**src/rtl/scope_packetizer_pkg.sv**
```systemverilog
// Shared types for the scope packetizer.
//   packetizer_state_t : capture FSM states
//   packet_beat_t      : one buffered beat {data, dest, last}
// The beat field widths fix the data/dest widths of the whole block.
package scope_packetizer_pkg;

  localparam int BEAT_DATA_WIDTH = 32;
  localparam int BEAT_DEST_WIDTH = 8;

  typedef enum logic [1:0] {
    IDLE  = 2'd0,
    RUN   = 2'd1,
    FLUSH = 2'd2
  } packetizer_state_t;

  typedef struct packed {
    logic [BEAT_DATA_WIDTH-1:0] data;
    logic [BEAT_DEST_WIDTH-1:0] dest;
    logic                       last;
  } packet_beat_t;

endpackage

```
**src/rtl/scope_packet_fifo.sv**
```systemverilog
// Synchronous first-word-fall-through FIFO of packet_beat_t.
// Ports:
//   clock, reset      system clock, synchronous active-high reset (empties FIFO)
//   wr_en, wr_beat    write request and beat; ignored while full
//   rd_en, rd_beat    read request and head beat; ignored while empty
//   full, empty       occupancy flags
//   level             current occupancy, 0..DEPTH
module scope_packet_fifo
  import scope_packetizer_pkg::*;
#(
  parameter int DEPTH = 16
) (
  input  logic                   clock,
  input  logic                   reset,
  input  logic                   wr_en,
  input  packet_beat_t           wr_beat,
  input  logic                   rd_en,
  output packet_beat_t           rd_beat,
  output logic                   full,
  output logic                   empty,
  output logic [$clog2(DEPTH):0] level
);

  localparam int AW = $clog2(DEPTH);

  packet_beat_t mem [DEPTH];
  packet_beat_t hold_beat;
  logic [AW-1:0] wr_ptr;
  logic [AW-1:0] rd_ptr;
  logic [AW:0]   count;
  logic          do_wr;
  logic          do_rd;

  assign full  = (count == (AW+1)'(DEPTH));
  assign empty = (count == '0);
  assign level = count;
  assign do_wr = wr_en && !full;
  assign do_rd = rd_en && !empty;

  // Once drained, the output keeps showing the last beat read rather than
  // whatever stale entry the read pointer now lands on.
  assign rd_beat = empty ? hold_beat : mem[rd_ptr];

  always_ff @(posedge clock) begin
    if (do_wr) begin
      mem[wr_ptr] <= wr_beat;
    end
  end

  always_ff @(posedge clock) begin
    if (reset) begin
      wr_ptr    <= '0;
      rd_ptr    <= '0;
      count     <= '0;
      hold_beat <= '0;
    end else begin
      if (do_wr) begin
        wr_ptr <= wr_ptr + AW'(1);
      end
      if (do_rd) begin
        rd_ptr    <= rd_ptr + AW'(1);
        hold_beat <= mem[rd_ptr];
      end
      case ({do_wr, do_rd})
        2'b10:   count <= count + (AW+1)'(1);
        2'b01:   count <= count - (AW+1)'(1);
        default: count <= count;
      endcase
    end
  end

endmodule

```
**src/rtl/scope_packetizer.sv**
```systemverilog
// Frames the combined scope sample stream into fixed-length packets, tagging
// tlast on every len-th captured beat, and buffers beats toward the DMA writer.
// Ports:
//   clock, reset            system clock, synchronous active-high reset
//   enable                  capture enable (level)
//   packet_length           beats per packet, latched at each packet start (0 acts as 1)
//   stream_in_*             combiner stream: data, dest, valid in; ready out
//   stream_out_*            buffered stream: data, dest, user(=0), tlast, valid out; ready in
//   packets_done            packets completed on stream_out (wraps)
//   fifo_level              buffer occupancy
//
// state | meaning
// IDLE  | not capturing; input beats accepted and dropped
// RUN   | capturing; beats framed into packets
// FLUSH | enable dropped mid-packet; capture until packet completes
module scope_packetizer
  import scope_packetizer_pkg::*;
#(
  parameter int DATA_WIDTH   = BEAT_DATA_WIDTH,
  parameter int DEST_WIDTH   = BEAT_DEST_WIDTH,
  parameter int FIFO_DEPTH   = 16,
  parameter int LENGTH_WIDTH = 16
) (
  input  logic                        clock,
  input  logic                        reset,
  input  logic                        enable,
  input  logic [LENGTH_WIDTH-1:0]     packet_length,
  input  logic [DATA_WIDTH-1:0]       stream_in_data,
  input  logic [DEST_WIDTH-1:0]       stream_in_dest,
  input  logic                        stream_in_valid,
  output logic                        stream_in_ready,
  output logic [DATA_WIDTH-1:0]       stream_out_data,
  output logic [DEST_WIDTH-1:0]       stream_out_dest,
  output logic [7:0]                  stream_out_user,
  output logic                        stream_out_tlast,
  output logic                        stream_out_valid,
  input  logic                        stream_out_ready,
  output logic [31:0]                 packets_done,
  output logic [$clog2(FIFO_DEPTH):0] fifo_level
);

  packetizer_state_t state, state_next;

  logic [LENGTH_WIDTH-1:0] beat_cnt;
  logic [LENGTH_WIDTH-1:0] len;
  logic [LENGTH_WIDTH-1:0] len_start;
  logic                    beat_last;
  logic                    wr_en;
  logic                    fifo_full;
  logic                    fifo_empty;
  packet_beat_t            wr_beat;
  packet_beat_t            rd_beat;

  assign len_start = (packet_length == '0) ? LENGTH_WIDTH'(1) : packet_length;
  assign beat_last = (beat_cnt == len - LENGTH_WIDTH'(1));

  assign wr_beat.data = stream_in_data;
  assign wr_beat.dest = stream_in_dest;
  assign wr_beat.last = beat_last;

  always_ff @(posedge clock) begin
    if (reset) begin
      state <= IDLE;
    end else begin
      state <= state_next;
    end
  end

  always_comb begin
    state_next      = state;
    stream_in_ready = 1'b0;
    wr_en           = 1'b0;
    if (!reset) begin
      case (state)
        IDLE: begin
          stream_in_ready = 1'b1;
          if (enable) begin
            state_next = RUN;
          end
        end
        RUN: begin
          stream_in_ready = !fifo_full;
          wr_en           = stream_in_valid && !fifo_full;
          if (!enable) begin
            // A packet just completed or never started: nothing to finish.
            if (wr_en) begin
              state_next = beat_last ? IDLE : FLUSH;
            end else begin
              state_next = (beat_cnt == '0) ? IDLE : FLUSH;
            end
          end
        end
        FLUSH: begin
          stream_in_ready = !fifo_full;
          wr_en           = stream_in_valid && !fifo_full;
          if (enable) begin
            state_next = RUN;
          end else if (wr_en && beat_last) begin
            state_next = IDLE;
          end
        end
        default: state_next = IDLE;
      endcase
    end
  end

  always_ff @(posedge clock) begin
    if (reset) begin
      beat_cnt <= '0;
      len      <= LENGTH_WIDTH'(1);
    end else if (state == IDLE) begin
      if (enable) begin
        beat_cnt <= '0;
        len      <= len_start;
      end
    end else if (wr_en) begin
      if (beat_last) begin
        beat_cnt <= '0;
        len      <= len_start;
      end else begin
        beat_cnt <= beat_cnt + LENGTH_WIDTH'(1);
      end
    end
  end

  scope_packet_fifo #(
    .DEPTH(FIFO_DEPTH)
  ) u_fifo (
    .clock   (clock),
    .reset   (reset),
    .wr_en   (wr_en),
    .wr_beat (wr_beat),
    .rd_en   (stream_out_ready),
    .rd_beat (rd_beat),
    .full    (fifo_full),
    .empty   (fifo_empty),
    .level   (fifo_level)
  );

  assign stream_out_valid = !fifo_empty;
  assign stream_out_data  = rd_beat.data;
  assign stream_out_dest  = rd_beat.dest;
  assign stream_out_tlast = stream_out_valid && rd_beat.last;
  assign stream_out_user  = 8'h00;

  always_ff @(posedge clock) begin
    if (reset) begin
      packets_done <= '0;
    end else if (stream_out_valid && stream_out_ready && stream_out_tlast) begin
      packets_done <= packets_done + 32'd1;
    end
  end

endmodule
```
**config.mk**
```make
export PLATFORM = sky130hd
export DESIGN_NAME = scope_packetizer
export DESIGN_NICKNAME = d
export VERILOG_FILES = /design/src/rtl/scope_packetizer_pkg.sv /design/src/rtl/scope_packet_fifo.sv /design/src/rtl/scope_packetizer.sv
export SDC_FILE = /design/constraint.sdc
export NUM_CORES = 1
export LEC_CHECK = 0
export BUFFER_PORTS_ARGS = -buffer_cell sky130_fd_sc_hd__buf_2
export CAP_MARGIN = 40
export CORE_MARGIN = 1.5
export CORE_UTILIZATION = 40
export CTS_CLUSTER_DIAMETER = 40
export CTS_CLUSTER_SIZE = 25
export DETAILED_ROUTE_END_ITERATION = 8
export HOLD_SLACK_MARGIN = 0.12
export SETUP_SLACK_MARGIN = 0.02
export SLEW_MARGIN = 20
export SYNTH_ARGS = -nofsm -noshare
export SYNTH_HDL_FRONTEND = slang
export SYNTH_SLANG_ARGS = --single-unit
```
**constraint.sdc**
```tcl
create_clock -name clock -period 5.1 [get_ports clock]
set_input_delay 0.765 -clock clock [delete_from_list [all_inputs] [get_ports clock]]
set_output_delay 0.765 -clock clock [all_outputs]
set_load 0.005 [all_outputs]
```
### Yosys cells after proc, flatten, opt, wreduce, memory -nomap -nowiden

Memory sizes are Yosys's and may differ from the RTL's. A register that Yosys moved wholly into a read port is not among the register bits.
Index checks and enable logic that the tools add are counted.

* bits in read-only memories: 0
* memories: 1
* bits in writable memories: 656
* input bits: 61
* latch bits: 0
* bits in registers: 120
* logic and storage cells: 73

* bitwise operators: 0
* reductions and logical operators: 19
* muxes and demuxes: 27
* $mul: 0
* add/subtract/negate cells: 7
* div/mod/pow operators: 0
* order comparisons: 0
* shifts and indexed selects: 0
* equal/unequal tests: 9

Memories
* u_fifo.mem: depth 16, width 41, read ports 1, clocked after memory_dff 1, wr ports 1, RTL line scope_packet_fifo.sv:26 `packet_beat_t mem [DEPTH];`

Operator list (count)
* $mux W16: 9
* $mux W41: 1
* $add A32 B1 Y32 const B: 1
* $logic_not A16 Y1: 2
* $add A16 B1 Y16 const B: 1
* $eq A16 B16 Y1: 1
* $sub A16 B1 Y16 const B: 1
* $mux W2: 7
* $pmux W5 S2: 1
* $add A4 B1 Y4 const B: 2
* $mux W4: 2
* $logic_and A1 B1 Y1: 6
* $pmux W2 S3: 1
* $reduce_and A3 Y1: 2
* $reduce_bool A2 Y1: 3
* $add A5 B1 Y5 const B: 1
* $eq A5 B5 Y1 const B: 1
* $logic_not A5 Y1: 1
* $mux W1: 5
* $sub A5 B1 Y5 const B: 1
* $eq A2 B1 Y1 const B: 2
* $eq A2 B2 Y1 const B: 2
* $ne A2 B2 Y1 const B: 2
* $ne A3 B3 Y1 const B: 1
* 5 further kinds: 6

### Depth between registers and ports, before layout

* depth in word-level cells: 8
* depth in mapped cells: 15

### Modules after synthesis

From an unflattened synthesis, not the netlist that was laid out.

* cells, all modules: 1771
* area, all modules: 32160.8 sq um

Modules (own cells, without submodules)
* scope_packet_fifo: instances 1, cells each 1305, area each 28298.4 sq um
* scope_packetizer: instances 1, cells each 466, area each 3862.5 sq um

### Least setup slack after synthesis

Ideal clock, no wire load.

* path kind: input to register
* from: in stream_in_valid
* to: mem u_fifo.mem[3][0] in the netlist's numbering (enable)
* slack: -0.021 ns
* arrival time: 4.631 ns
* stages: 4
* required time: 4.610 ns
* path through: inv_1 a2111oi_2 nand2_1 nor3_1

* longest elaborated chain between the ends: 6

RTL lines
* start, declared: RTL line scope_packetizer.sv:30 `input logic stream_in_valid,`
* $logic_and A1 B1 Y1: RTL line scope_packetizer.sv:83, scope_packetizer.sv:95
* $mux W1
* $mux W1: RTL line scope_packetizer.sv:73 `if (!reset) begin`
* $logic_and A1 B1 Y1: RTL line scope_packet_fifo.sv:37 `assign do_wr = wr_en && !full;`
* $mux W1: RTL line scope_packet_fifo.sv:45 `if (do_wr) begin`
* $mux W1 (implied by the code): RTL line scope_packet_fifo.sv:46 `mem[wr_ptr] <= wr_beat;`
* end, declared: RTL line scope_packet_fifo.sv:26

No other way between the ends.

==> results_dict.tcl <==
set metrics [dict create \
    status "completed" \
    finalMaxSlewViolations 0 \
    dominantRegCellSynth "edfxtp_1" \
    port_buffers 140 \
    syn-cell-area_mm2 0.0309 \
    first_global_vias 16901 \
    rr_startpoint "len[0]$_SDFFE_PP1P_" \
    globalRoute.totalOverflow 0 \
    cp_num_buf_inv 2 \
    path_common_cell "mux4_2" \
    post-route-period-util_pct 82.2 \
    relSlewSlack_pct 43.2 \
    grt_pass1_wl_um 108000 \
    start_kind "flip-flop" \
    rsz0062_at_grt "no" \
    vdd.ir_drop.worst_uv 355 \
    antenna_found_initial 11 \
    multi_input_area_mm2 0.00839 \
    clk_latency_ns 0.66 \
    dpl.hpwl_um 40000 \
    r2r_cells 11 \
    drtIter0Drc 1183 \
    regArea_mm2 0.0222 \
    io_pins 149 \
    vias 16216 \
    place_area_mm2 0.0332 \
    final_util_pct 48.7 \
    mostFrequentLayoutCells "edfxtp_1, mux4_2, buf_2" \
    hold_viol_final 0 \
    slowest_stage "dfxtp_4" \
    start_util_pct 40.6 \
    cpPeakStageDelay_ns 0.70 \
    fin_skew_ns 0.0431 \
    final_antenna_net_count 0 \
    hold_depth 3 \
    max-cap-violations 0 \
    via_per_inst 5.38 \
    critical_path.cell_chain "buf_4, mux4_2, mux4_2, and2_1, buf_2" \
    layout-drive-gt1-share_pct 33.2 \
    drt-total-wl_um 72300 \
    first_pass_iters 5 \
    cp-end-kind "output pin" \
    fillCellCount 6262 \
    rows 101 \
    cts.path.max_buffers 3 \
    cts_tree "done" \
    post_cts_buffers 0 \
    cts-root-buf "clkbuf_16" \
    cp.arrival_ns 3.43 \
    cp_top_family "multiplexers" \
    yosysSeqAreaShare_pct 71.7 \
    power_density_mw_per_mm2 447 \
    die_area_mm2 0.0790 \
    numCtsBuffers 107 \
    max_clock_freq_mhz 238 \
    final_nets 1972 \
    antenna_cells 0 \
    die_y_um 281 \
    cp.depth 5 \
    p_leak_nw 12.1 \
    async_flop_share_pct 0 \
    cts.repair.resized 0 \
    die_w_um 281 \
    hold_class "in -> reg" \
    final_area_mm2 0.0371 \
    layout_commonest_cell "edfxtp_1" \
    route.detailed.drc 0 \
    yosysWarnings 0 \
    htree_levels 3 \
    cp_max_fo 24 \
    synth.top_cells.by_area "edfxtp_1, mux4_2, dfxtp_1, mux2_2, nand2_1" \
    cts_hold_buf 0 \
    ys_seq_elements 779 \
    grt_max_degree 70 \
    yosysTopAreaCell "edfxtp_1" \
    numClockSinks 779 \
    tightest_slew_ns 0.852 \
    syn_inst 1679 \
    synth_edf_count 656 \
    grt_usage_pct 18.6 \
    synth_top_cell_area_share_pct 63.7 \
    period_minus_slack_ns 4.19 \
    area_delta_synth_final_pct 19.9 \
    routedWlPerCell_um 24.0 \
    setup_viol 0 \
    coreArea_mm2 0.0762 \
    place.gp.congestion 0.789 \
    fin_tns_setup_ns 0 \
    hold_start "packet_length[15]" \
    ys_types 50 \
    required_ns 4.34 \
    synth.avg_cell_area_um2 18.4 \
    worstSetupPathType "reg -> out" \
    clkTransAtPathRegs_ns 0.06 \
]
[where the power goes]
part,switching (mW),internal [mW]
logic,0.871,0.860
registers,0.0921,6.98
clock network,3.00,4.77
[worst paths after layout]
kind                                      endpoint  slack, ns
setup / recovery                  stream_out_tlast       0.91
hold / removal                len[15]$_SDFFE_PP0P_       0.37
setup reg to reg              len[10]$_SDFFE_PP0P_       1.58
hold reg to reg   u_fifo.hold_beat[6]$_SDFFE_PP0P_       0.45
[cells by family (layout without fill, tap and decap cells)]
family,Yosys count,count (layout),synth area share [%]
DFF,779,779,71.7
and+or+nand+nor,338,338,5.27
muxes,266,266,17.1
buffers and inverters,121,421,1.67
AOI/OAI and AO/OA,88,88,1.63
xor gates and xnor gates,68,68,1.93
adders and majority gates,18,18,0.753
other,1,8,0.0121
[stage by stage]
stage	total power, mW	setup slack (ns)	cells	hold WS, ns
global route	17.2	0.668	3016	0.356
floorplan	8.35	0.0316	1686	0.434
global placement	8.92	1.37	2806	0.439
finish	16.6	0.906	3016	0.370
detailed placement	8.94	1.27	2808	0.446
CTS	16.7	0.759	3010	0.331
[sequential cells by signal, summed over array words and instances, names as in the netlist, named ones only]
| signal | cells |
|---|---|
| beat_cnt | 16 |
| len | 16 |
| packets_done | 32 |
| state | 2 |
| u_fifo.hold_beat | 40 |
| u_fifo.level | 5 |
| u_fifo.mem | 656 |
| u_fifo.rd_ptr | 4 |
| u_fifo.wr_ptr | 4 |
[tightest hold or removal path, stage by stage]
cell and delay (ns):
buf_2 0.10, nand2_1 0.05, mux2i_1 0.06
[layer usage]
metal	GRT usage (%)	wire (um)	vias to the layer above
li1	-	-	7135
met4	5.14	1420	16
met2	30.9	35500	523
met5	0	103	-
met3	3.71	4660	133
met1	25.0	30600	8409
[final cells by class]
cell class	instances	share of cell area, %
repair buffers	193	3.48
clock inverters	85	2.99
well taps	1030	3.47
clock buffers	117	7.37
inverters	26	0.263
flip-flops and latches	779	59.8
multi-input cells	786	22.6
[synthesized netlist by cell type (all sizes together) (2+ instances only)]
master and number:
a211oi 3, a21o 2, a21oi 59, a31oi 4
and2 3, and3 12, and4 5, buf 30
clkbuf 65, dfxtp 123, edfxtp 656, ha 17
inv 26, mux2 42, mux2i 19, mux4 205
nand2 120, nand2b 24, nand3 28, nand4 10
nor2 63, nor2b 3, nor3 33, nor3b 4
nor4 17, nor4b 2, o211ai 2, o21ai 7
o22ai 2, o31ai 2, or3 9, or4 4
xnor2 26, xor2 42
(Power assumes the default switching activity.)
